`src/rtl/wb_mem_tester.sv`:
```
`default_nettype none
// ============================================================================
// Module   : wb_mem_tester
// Purpose  : Wishbone classic master that writes an incrementing pattern to a
//            memory slave, reads it back and reports mismatches.
// Revision : 1.0
// ============================================================================
module wb_mem_tester #(
   parameter int ADR_WIDTH = 32,
   parameter int CNT_WIDTH = 12,
   parameter int TIMEOUT   = 255
) (
   input  logic                 clk,
   input  logic                 rst_n,
   input  logic                 start,
   input  logic [ADR_WIDTH-1:0] base_adr,
   input  logic [CNT_WIDTH-1:0] nwords,
   input  logic [31:0]          seed,
   output logic                 busy,
   output logic                 done,
   output logic                 timeout,
   output logic [15:0]          err_cnt,
   output logic [ADR_WIDTH-1:0] first_err_adr,
   output logic                 wb_cyc,
   output logic                 wb_stb,
   output logic                 wb_we,
   output logic [3:0]           wb_sel,
   output logic [ADR_WIDTH-1:0] wb_adr,
   output logic [31:0]          wb_dat_ms,
   input  logic [31:0]          wb_dat_sm,
   input  logic                 wb_ack
);

   localparam int WAIT_W = $clog2(TIMEOUT + 1);

   typedef enum logic [2:0] {
      S_IDLE  = 3'd0,
      S_WRITE = 3'd1,
      S_GAP   = 3'd2,
      S_READ  = 3'd3,
      S_FIN   = 3'd4
   } state_t;

   state_t               state_q, state_d;
   logic [ADR_WIDTH-1:0] base_q, base_d;
   logic [CNT_WIDTH-1:0] nwords_q, nwords_d;
   logic [CNT_WIDTH-1:0] idx_q, idx_d;
   logic [31:0]          seed_q, seed_d;
   logic [WAIT_W-1:0]    wait_q, wait_d;
   logic [15:0]          err_cnt_q, err_cnt_d;
   logic [ADR_WIDTH-1:0] ferr_q, ferr_d;
   logic                 timeout_q, timeout_d;

   logic [ADR_WIDTH-1:0] w_cur_adr;
   logic [31:0]          w_cur_dat;
   logic                 w_in_bus;
   logic                 w_ack;
   logic                 w_last;
   logic                 w_expire;

   assign w_cur_adr = base_q + ADR_WIDTH'({idx_q, 2'b00});
   assign w_cur_dat = seed_q + 32'(idx_q);
   assign w_in_bus  = (state_q == S_WRITE) || (state_q == S_READ);
   assign w_ack     = w_in_bus && wb_ack;
   assign w_last    = (idx_q == (nwords_q - CNT_WIDTH'(1)));
   assign w_expire  = (wait_q == WAIT_W'(TIMEOUT - 1));

   always_ff @(posedge clk) begin
      if (!rst_n) begin
         state_q   <= S_IDLE;
         base_q    <= '0;
         nwords_q  <= '0;
         idx_q     <= '0;
         seed_q    <= '0;
         wait_q    <= '0;
         err_cnt_q <= '0;
         ferr_q    <= '0;
         timeout_q <= 1'b0;
      end else begin
         state_q   <= state_d;
         base_q    <= base_d;
         nwords_q  <= nwords_d;
         idx_q     <= idx_d;
         seed_q    <= seed_d;
         wait_q    <= wait_d;
         err_cnt_q <= err_cnt_d;
         ferr_q    <= ferr_d;
         timeout_q <= timeout_d;
      end
   end

   always_comb begin
      state_d   = state_q;
      base_d    = base_q;
      nwords_d  = nwords_q;
      idx_d     = idx_q;
      seed_d    = seed_q;
      wait_d    = wait_q;
      err_cnt_d = err_cnt_q;
      ferr_d    = ferr_q;
      timeout_d = timeout_q;
      case (state_q)
         S_IDLE: begin
            if (start) begin
               base_d    = base_adr & ~ADR_WIDTH'(3);
               nwords_d  = nwords;
               seed_d    = seed;
               idx_d     = '0;
               wait_d    = '0;
               err_cnt_d = '0;
               ferr_d    = '0;
               timeout_d = 1'b0;
               state_d   = (nwords == '0) ? S_FIN : S_WRITE;
            end
         end
         S_WRITE: begin
            if (w_ack) begin
               wait_d = '0;
               if (w_last) begin
                  idx_d   = '0;
                  state_d = S_GAP;
               end else begin
                  idx_d = idx_q + CNT_WIDTH'(1);
               end
            end else if (w_expire) begin
               timeout_d = 1'b1;
               state_d   = S_FIN;
            end else begin
               wait_d = wait_q + WAIT_W'(1);
            end
         end
         S_GAP: begin
            idx_d   = '0;
            wait_d  = '0;
            state_d = S_READ;
         end
         S_READ: begin
            if (w_ack) begin
               wait_d = '0;
               if (wb_dat_sm != w_cur_dat) begin
                  // err_cnt never returns to zero within a run, so zero marks the first miss
                  if (err_cnt_q == 16'h0000) ferr_d = w_cur_adr;
                  if (err_cnt_q != 16'hFFFF) err_cnt_d = err_cnt_q + 16'd1;
               end
               if (w_last) state_d = S_FIN;
               else        idx_d   = idx_q + CNT_WIDTH'(1);
            end else if (w_expire) begin
               timeout_d = 1'b1;
               state_d   = S_FIN;
            end else begin
               wait_d = wait_q + WAIT_W'(1);
            end
         end
         S_FIN: begin
            state_d = S_IDLE;
         end
         default: begin
            state_d = S_IDLE;
         end
      endcase
   end

   assign busy          = (state_q != S_IDLE);
   assign done          = (state_q == S_FIN);
   assign timeout       = timeout_q;
   assign err_cnt       = err_cnt_q;
   assign first_err_adr = ferr_q;
   assign wb_cyc        = w_in_bus;
   assign wb_stb        = w_in_bus;
   assign wb_we         = (state_q == S_WRITE);
   assign wb_sel        = w_in_bus ? 4'hF : 4'h0;
   assign wb_adr        = w_in_bus ? w_cur_adr : '0;
   assign wb_dat_ms     = (state_q == S_WRITE) ? w_cur_dat : 32'h0;

endmodule
`default_nettype wire

```
`config.mk`:
```
export PLATFORM = sky130hd
export DESIGN_NAME = wb_mem_tester
export DESIGN_NICKNAME = d
export VERILOG_FILES = /design/src/rtl/wb_mem_tester.sv
export SDC_FILE = /design/constraint.sdc
export NUM_CORES = 1
export LEC_CHECK = 0
export BUFFER_PORTS_ARGS = -buffer_cell sky130_fd_sc_hd__buf_2
export CAP_MARGIN = 20
export CELL_PAD_IN_SITES_DETAIL_PLACEMENT = 2
export CELL_PAD_IN_SITES_GLOBAL_PLACEMENT = 2
export CORE_ASPECT_RATIO = 1.5
export CORE_UTILIZATION = 31
export CTS_BUF_LIST = sky130_fd_sc_hd__clkbuf_8
export CTS_CLUSTER_DIAMETER = 30
export CTS_CLUSTER_SIZE = 8
export DETAILED_ROUTE_END_ITERATION = 10
export PLACE_DENSITY_LB_ADDON = 0.1
export SETUP_SLACK_MARGIN = 0.2
export SLEW_MARGIN = 25
export SYNTH_ARGS = -nofsm -noshare
export SYNTH_HDL_FRONTEND = slang
export SYNTH_SLANG_ARGS = --single-unit
```
`constraint.sdc`:
```
create_clock -name clk -period 4.3 [get_ports clk]
set_input_delay 0.86 -clock clk [delete_from_list [all_inputs] [get_ports clk]]
set_output_delay 0.86 -clock clk [all_outputs]
set_load 0.005 [all_outputs]
```
# Yosys cells after proc, flatten, opt, wreduce, memory -nomap -nowiden
# Cells that the tools add are included.
[word_totals] reg_bits=146 inputBits=112 out_inout_bits=122 word_cells=88
[classes] n_addsub=6 eq_ne=20 n_mux=35 reduce_logical=18
[ops] operator="two-way mux 32 bit" n=6
[ops] operator="two-way mux 16 bit" n=4
[ops] operator="one-hot mux 32 bit (2 select lines)" n=1
[ops] operator="two-way mux 12 bit" n=5
[ops] operator="one-hot mux 12 bit (4 select lines)" n=1
[ops] operator="adder 32 x 12 -> 32 bit" n=1
[ops] operator="adder 32 x 14 -> 32 bit" n=1
[ops] operator="!= test 32 bit" n=1
[ops] operator="one-hot mux 16 bit (2 select lines)" n=1
[ops] operator="two-way mux 8 bit" n=3
[ops] operator="one-hot mux 8 bit (3 select lines)" n=1
[ops] operator="two-way mux 3 bit" n=7
[ops] operator="adder 16 x 1 -> 16 bit (second input constant)" n=1
[ops] operator="logical NOT 16 bit" n=1
[ops] operator="!= test 16 bit (second input constant)" n=1
[ops] operator="AND reduction 5 bit" n=3
[ops] operator="adder 12 x 1 -> 12 bit (second input constant)" n=1
[ops] operator="== test 12 bit" n=1
[ops] operator="logical NOT 12 bit" n=1
[ops] operator="one-hot mux 3 bit (4 select lines)" n=1
[ops] operator="subtractor 12 x 1 -> 12 bit (second input constant)" n=1
[ops] operator="!= test 2 x 1 -> 1 bit (second input constant)" n=5
[ops] operator="adder 8 x 1 -> 8 bit (second input constant)" n=1
[ops] operator="== test 8 bit (second input constant)" n=1
[ops] operator="other kinds (19)" n=29

# Longest topological paths before layout
# Gate-level depths: netlist of the first run.
[depth] ltp_word=5 depth_mapped=16 depth_no_buf=13

# Worst setup path before layout of the first run
# No wires, ideal clock.
[synth_path] path_type="register -> register" startpoint="register idx_q[0]" endpoint="register err_cnt_q[10], in the netlist err_cnt[10]" setup_time_ns=0.117 t_arrival_ns=3.522 t_required_ns=4.183 slack_ns=0.660 stages_incl_launch_ff=16 n_path_buf=2 period_less_slack_ns=3.640 path_cell_list="dfxtp_1 > ha_1 > inv_1 > fa_1 > nand2b_1 > a211oi_1 > o31ai_2 > a211oi_1 > and2_1 > o221ai_1 > nor4_2 > nand4_1 > and2_1 > buf_2 > buf_6 > a32o_1"
[synth_between] elab_chain_cells=4
[synth_lines] element="start, declared" line_no="47" text="logic [CNT_WIDTH-1:0] idx_q, idx_d;"
[synth_lines] element="start signal, assigned" line_no="83" text="idx_q <= idx_d;"
[synth_lines] element="adder 32 x 12 -> 32 bit" line_no="62" text="assign w_cur_dat = seed_q + 32'(idx_q);"
[synth_lines] element="!= test 32 bit" line_no="140" text="if (wb_dat_sm != w_cur_dat) begin"
[synth_lines] element="!= test 2 x 1 -> 1 bit (no source line)"
[synth_lines] element="AND reduction 5 bit (no source line)"
[synth_lines] element="end signal, assigned" line_no="86" text="err_cnt_q <= err_cnt_d;"
[synth_lines] element="end, declared" line_no="50" text="logic [15:0] err_cnt_q, err_cnt_d;"
# Every way passes these cells.
# A chain may end at the register's enable or synchronous reset.

# Final worst setup path of the first run
[layout_path] startpoint="register idx_q[0]" endpoint="output wb_adr[21]"
[layout_between] elab_chain_cells=2
[layout_lines] element="adder 32 x 14 -> 32 bit" line_no="61" text="assign w_cur_adr = base_q + ADR_WIDTH'({idx_q, 2'b00});"
[layout_lines] element="two-way mux 32 bit" line_no="172" text="assign wb_adr = w_in_bus ? w_cur_adr : '0;"
[layout_lines] element="end, declared" line_no="28" text="output logic [ADR_WIDTH-1:0] wb_adr,"
# Every way passes these cells.

==> impl_results.md, run 1 <==
* Clk sinks at roughly 140
* Buf+Inv Stages, Crit Path at 3
* Largest net degree at the start of global routing at 76
* Clock power frac at between 30% and 40%
* DRT antenna net count at 0
* Post-Route Skew at approximately 0.010 ns
* RSZ-0062 raised after global routing: true
* Crit. End Element: output port
* Critical-path cell list: buf_6 -> ha_4 -> a21oi_4 -> o21ai_2 -> a2111oi_2 -> buf_4 -> o31ai_2 -> o21ai_1 -> nand2b_1 -> a21o_4 -> and3_4 -> xnor2_2 -> nor2_1 -> buf_2
* First-pass GRT wire length at 58900 µm
* Cell family with the largest share of critical-path delay: compound AO/OA/AOI/OAI gates
* Total Nets Final at around 1600
* Ys flop type: dfxtp_1
* EDFF count, synth at 0
* Sw Ratio at a little over 30%
* Required time of the critical path at ~3.4 ns
* Crit path kind: reg2out
* Vias per std cell at 5.34
* Setup crit start kind: register
* Gr usage total at between 20% and 30%
* Area of the multi-input gates at ~0.0064 mm²
* DRT Pass-1 Iters at 5
* Root buffer cell: clkbuf_8
* Initial drt markers at about 280
* Clk Latency, worst-skew pair at approximately 0.49 ns
* # setup viols final at 0
* Htree depth at 4
* Mapped Area at between 0.009 and 0.01 mm²
* Overall power at 3340 µW
* Post-Layout Cell Count at 1896
* Synth top area share at between 30% and 40%
* Drt total wl at 37900 µm
* CTS Hold Bufs at 0
* IO Pins at between 200 and 250
* Final min period at around 4.0 ns
* VDD IR max at between 0.15 and 0.2 mV
* Comb power frac at a little under a fifth
* Critical Path AT at around 3.1 ns
* Ys async rst share at 0%
* Warnings from Yosys at 0
* Seq pwr share at around 43%
* Post-DP HPWL at just under 30000 µm
* N_diodes at 0
* Vias in the first global route at between 10000 and 15000
* Layout cells sized above 1 at about a quarter
* Cell accounting for the most synthesized area: dfxtp_1
* Fin. max-slew vios at 0
* CTS tree: yes
* Worst-Margin Slew at between 0.8 and 0.9 ns
* Row count at 78
* Cells after DPL at ~1900
* Crit-path max FO at 8
* Post-Syn Instances at roughly 1300
* Seq cells post-synth at 144
* Initial Util at 31.5%
* CTS Buffer Depth at 2
* Worst min-delay path class: reg2reg
* Global route overflow at 0
* Post-synth cell types at 80
* Routability cong. at 0.847
* DR DRC count at 0
* Final period util at between 90% and 100%
* Initial antenna violation count at 0
* Slew margin rel. at between 40% and 50%
* Pwr dens at between 200 and 300 mW/mm²
* Setup TNS at 0 ns
* Syn avg cell area at about 7.6 µm²
* FF/Latch Area at roughly 0.0029 mm²
* Fillers at ~3600
* Slowest library cell on the worst path: dfxtp_2
* Via count at between 10000 and 15000
* Die width at between 100 and 150 µm
* TritonCTS Buffers at 17
* Outcome: completed
* Largest cells by area after synthesis: dfxtp_1 30%, nand2_1 9.9%, a21oi_1 5.9%, xnor2_1 5.1%, nor2_1 4.8%
* FMAX at between 0.2 and 0.3 GHz
* WL/cell at about 20 µm
* Slowest Stage Delay on Critical Path at between 0.3 and 0.4 ns
* Die Span Y at around 220 µm
* P_int at approximately 2300 µW
* Area Overhead vs Synth at 26.1%
* Max_cap viols at 0
* Hold Violations, Final at 0
* Reg clk slew, reported paths at approximately 0.09 ns
* I/O Buffers at around 230
* Switching pwr at between 1000 and 1500 µW
* Die area at ~0.032 mm²
* Seq/Total Area, Yosys at between 30% and 40%
* LEAKAGE at between 0.004 and 0.005 µW
* Core area at between 0.03 and 0.04 mm²
[cells by family (layout without fill, tap and decap cells)]
group                    count (synthesis)  in the layout  synth area share, %
adder cells (fa/ha/maj)                 32             32                 4.35
flip-flops                             144            144                 30.2
buffers and inverters                  114            342                 5.01
other                                    1              4               0.0393
AND/OR/NAND/NOR                        566            566                 27.9
XOR/XNOR                               108            108                 10.8
AO/OA/AOI/OAI                          273            274                 18.9
multiplexers                            26             26                 2.75
[power groups by stage]
stage	clock (µW)	sequential, µW	combinational [µW]
after global routing	1370	1460	685
final	1270	1450	621
after global placement	0	1480	587
after detailed placement	0	1480	602
after floorplan	0	1450	392
after CTS	1320	1450	611
[registers in the layout, summed over array words and instances (netlist names)]
| register | flops |
|---|---|
| timeout | 1 |
| err_cnt | 16 |
| base_q | 30 |
| state_q | 3 |
| wait_q | 8 |
| nwords_q | 12 |
| first_err_adr | 30 |
| seed_q | 32 |
| idx_q | 12 |
[routing by layer]
layer | vias up | share of wire (%) | track usage, % | wire [µm]
met1 | 5021 | 38 | 24.2 | 14500
li1 | 4847 | - | - | -
met3 | 61 | 2.3 | 3.35 | 888
met2 | 201 | 56 | 48.7 | 21400
met5 | - | 0 | 0 | 0
met4 | 0 | 3.1 | 9.72 | 1180
[final cells by class]
cell class              count  share of cell area, %
inverters                  29                  0.915
well taps                 400                   4.16
multi-input cells        1010                   53.6
flip-flops and latches    144                   24.1
clock buffers              17                   1.94
clock inverters            14                   1.79
repair buffers            282                   13.5
[what timing repair did]
| action | CTS | global route |
|---|---|---|
| buffers inserted | 7 | 4 |
| setup endpoints to repair | 57 | 68 |
| resized for setup | 27 | 32 |
| gates cloned | 1 | 2 |
| pin swaps | 9 | 16 |
[synth_stat cells, drive strengths merged, types with 27 or more instances]
master    n
nand2   252
dfxtp   144
nor2    122
a21oi   115
clkbuf   64
xnor2    56
xor2     46
ha       30
inv      28
o21ai    28
nand3    27
[worst reg2reg max path, delay by kind of cell, from the launching register on]
family | cells | cell delay, ns
simple gates | 5 | 0.96
mux | 1 | 0.29
compound gates | 4 | 0.93
flops | 1 | 0.37
fa+ha+maj | 2 | 0.56
buf+inv | 4 | 0.61
[path summary, 6_finish.rpt]
| kind | start | to | slack (ns) | depth (start not counted) |
|---|---|---|---|---|
| setup / recovery | idx_q[0] | wb_adr[21] | 0.31 | 14 |
| hold / removal | seed_q[9] | seed_q[9] | 0.46 | 2 |
| setup reg to reg | idx_q[0] | err_cnt[3] | 0.48 | 16 |
| hold reg to reg | seed_q[9] | seed_q[9] | 0.46 | 2 |
[stage by stage]
step	hold slack [ns]	util, %	area [µm²]	setup slack, ns
CTS	0.467	39.0	11800	0.181
global placement	0.443	37.0	11200	0.168
global route	0.496	39.8	12000	0.102
detailed placement	0.453	37.0	11200	0.169
finish	0.462	39.8	12000	0.314
floorplan	0.440	-	9560	0.660
[cells in the final DEF, fill, tap and decap left out, types with 6 or more instances in the layout]
cell type    n
o21ai_0     15
a211oi_1     6
nand2_1    250
mux2i_1     22
xor2_1      42
nor4_1      16
and3_1      20
and4_1       7
dfxtp_1    137
o21a_1       6
a21o_1      23
nand2b_1    11
nor4b_1     12
ha_1        27
inv_1       26
nand3_1     25
a31oi_1      8
nor2b_1      6
buf_2      227
o21ai_1     10
a32o_1      14
a21oi_1    109
xnor2_1     54
and2_1      19
clkbuf_8    17
nand4_1     22
or3_1       10
o41ai_1     19
o211ai_1    14
nor3_1      14
buf_4       49
nor2_1     120
Power figures use the tool's default switching activity.
==> run 2: changes to the inputs <==
BUFFER_PORTS_ARGS = -buffer_cell sky130_fd_sc_hd__clkbuf_2   (was -buffer_cell sky130_fd_sc_hd__buf_2)
CORE_MARGIN = 10   (was not set)
==> run 2 against run 1 <==
Sequential cell count unchanged. Clock-buffer cell count up 1. Critical endpoint is now wb_adr[22]. Largest cell class unchanged. First-iteration DRC count up 6.3%. Die area rose by 22%. Global-route usage decreased by 3.7 points. Wire length up 5.7%. Sequential share of layout area fell by 0.092 points. Clock power decreased by 3%. Critical path type unchanged.
==> impl_results.md, run 2 (synthesized netlist as in run 1, its figures left out) <==
* TritonCTS Buffers at 17 (unchanged)
* Drt total wl at 40100 µm (+5.7%)
* Comb power frac at 18.8% (+0.2 points)
* Die area at 0.0384 mm² (+22%)
* Clock power frac at 37.3% (-0.7 points)
* Utilization after layout at 39.8% (+0.058 points)
* Most common cell after layout, fill and taps aside: nand2_1
* CTS Buffer Depth at 2 (unchanged)
* VDD IR max at 0.211 mV (+11%)
* Routability cong. at 0.883 (+4.2%)
* Commonest non-fill, non-tap cells in the layout: 251 x nand2_1, 223 x clkbuf_2, 135 x dfxtp_1
* Root buffer cell: clkbuf_8
* DR DRC count at 0 (unchanged)
* Largest net degree at the start of global routing at 76 (unchanged)
* Global route overflow at 0 (unchanged)
* Hold Violations, Final at 0 (unchanged)
* Htree depth at 4 (unchanged)
* Slowest Stage Delay on Critical Path at 0.37 ns (+0.02 ns)
* Core area at 0.0304 mm² (+0.32%)
* RSZ-0062 raised after global routing: true
* First-pass GRT wire length at 62000 µm (+5.3%)
* Final period util at 95.9% (+3.2 points)
* Vias per std cell at 5.28 (-1.2%)
* Via count at 10045 (-0.84%)
* Cells after DPL at 1856 (+0.27%)
* DRT antenna net count at 0 (unchanged)
* Critical Path AT at 3.26 ns (+0.13 ns)
* GR Layer Usage met1 at 20.1% (-4.1 points)
* Largest register FFs at 32 (unchanged)
* LEAKAGE at 0.00490 µW (-0.69%)
* Initial antenna violation count at 2 (+2)
* Setup crit start kind: register
* Post-DP HPWL at 31400 µm (+8.8%)
* Reg clk slew, reported paths at 0.08 ns (about the same)
* Clk sinks at 144 (unchanged)
* Vias in the first global route at 11112 (+2.7%)
* Setup TNS at 0 ns (unchanged)
* Seq pwr share at 43.9% (+0.5 points)
* Die width at 163 µm (+12%)
* Largest Register: seed_q
* CTS Hold Bufs at 0 (unchanged)
* WL/cell at 21.1 µm (+5.3%)
* Worst-Margin Slew at 0.830 ns (+0.00806 ns)
* Met3 Track Usage GR at 4.62% (+1.3 points)
* I/O Buffers at 227 (unchanged)
* Post-Route Skew at 0.0157 ns (+0.00521 ns)
* DRT Pass-1 Iters at 4 (-1)
* Crit path kind: reg2out
* Post-Layout Cell Count at 1903 (+0.37%)
* Slowest library cell on the worst path: fa_2
* Top Usage Layer GRT: met2
* Outcome: completed
* Clk Latency, worst-skew pair at 0.49 ns (about the same)
* Total Nets Final at 1634 (+0.37%)
* Initial drt markers at 302 (+6.3%)
* Row count at 78 (unchanged)
* N_diodes at 0 (unchanged)
* Required time of the critical path at 3.44 ns (about the same)
* FMAX at 0.243 GHz (-3.3%)
* Final min period at 4.12 ns (+0.135 ns)
* # setup viols final at 0 (unchanged)
* Crit-path max FO at 5 (-3)
* Critical-path cell list: buf_6 -> ha_4 -> fa_2 -> a21o_1 -> a21oi_2 -> o21bai_1 -> a31o_2 -> a21boi_4 -> buf_12 -> a211o_4 -> nor2_2 -> xnor2_2 -> nor2_1 -> buf_2
* Slew margin rel. at 44.7% (-0.54 points)
* Sw Ratio at 31.1% (+0.36 points)
* Area Overhead vs Synth at 26.7%
* Die Span Y at 235 µm (+8.3%)
* Initial Util at 31.4% (-0.10 points)
* Switching pwr at 1030 µW (about the same)
* Pwr dens at 273 mW/mm² (-1.7%)
* GR Layer Usage met2 at 39.4% (-9.2 points)
* IO Pins at 234 (unchanged)
* Post-route setup slack at 0.178 ns (-0.135 ns)
* CTS tree: yes
* Fin. max-slew vios at 0 (unchanged)
* Layout cells sized above 1 at 25.9% (+0.61 points)
* P_int at 2280 µW (-1.8%)
* Crit. End Element: output port
* Gr usage total at 20.3% (-3.7 points)
* Max_cap viols at 0 (unchanged)
* Pre-CTS setup slack at 0.146 ns (-0.0227 ns)
* Worst min-delay path class: reg2reg
==> run 2: metrics by stage <==
| step | hold WS [ns] | area, µm² | power (µW) |
|---|---|---|---|
| after floorplan | 0.440 | 9560 | 1840 |
| after global placement | 0.445 | 11200 | 2070 |
| after detailed placement | 0.459 | 11200 | 2090 |
| after CTS | 0.470 | 11800 | 3340 |
| after global routing | 0.492 | 12100 | 3480 |
| final | 0.465 | 12100 | 3300 |
==> run 2: timing repair <==
item                                   4_1_cts  5_1_grt
endpoints found under the hold margin        0        0
pin swaps                                    7       24
buffers inserted                             2       12
gates resized for setup                     28       43
setup endpoints to repair                   71       75
gates cloned                                 1        0
==> run 2: layer usage <==
metal / share of wire, % / routed length, µm / vias up
met5: 0.077 / 31 / -
met4: 2.6 / 1060 / 4
met3: 4.4 / 1770 / 54
met2: 56 / 22600 / 196
met1: 37 / 14600 / 4935
li1: - / - / 4856
==> run 2: final timing paths <==
check | start | cells past startpoint | endpoint | slack, ns
setup / recovery | idx_q[0] | 14 | wb_adr[22] | 0.18
hold / removal | first_err_adr[5] | 2 | first_err_adr[5] | 0.46
setup reg to reg | idx_q[9] | 14 | first_err_adr[12] | 0.39
hold reg to reg | first_err_adr[5] | 2 | first_err_adr[5] | 0.46
==> run 2: power groups by stage <==
stage	combinational, µW	sequential [µW]	clock [µW]
floorplan	392	1450	0
global placement	596	1480	0
detailed placement	613	1480	0
CTS	620	1450	1270
global route	693	1460	1330
finish	621	1450	1230
==> run 2: layout make-up <==
| type | count | area, µm² |
|---|---|---|
| Clock buffer | 18 | 248 |
| Clock inverter | 14 | 190 |
| Fill cell | 3595 | 18300 |
| Inverter | 29 | 110 |
| Multi-Input combinational cell | 1010 | 6490 |
| Sequential cell | 144 | 2900 |
| Tap cell | 400 | 500 |
| Timing Repair Buffer | 288 | 1650 |
==> run 2: worst max-delay path, delay by kind of cell (launching register included) <==
family | cells | cell delay (ns)
AOI/OAI and AO/OA | 6 | 1.15
xor gates and xnor gates | 1 | 0.20
adders and majority gates | 2 | 0.54
buffers and inverters | 3 | 0.42
DFF | 1 | 0.34
and+or+nand+nor | 2 | 0.15
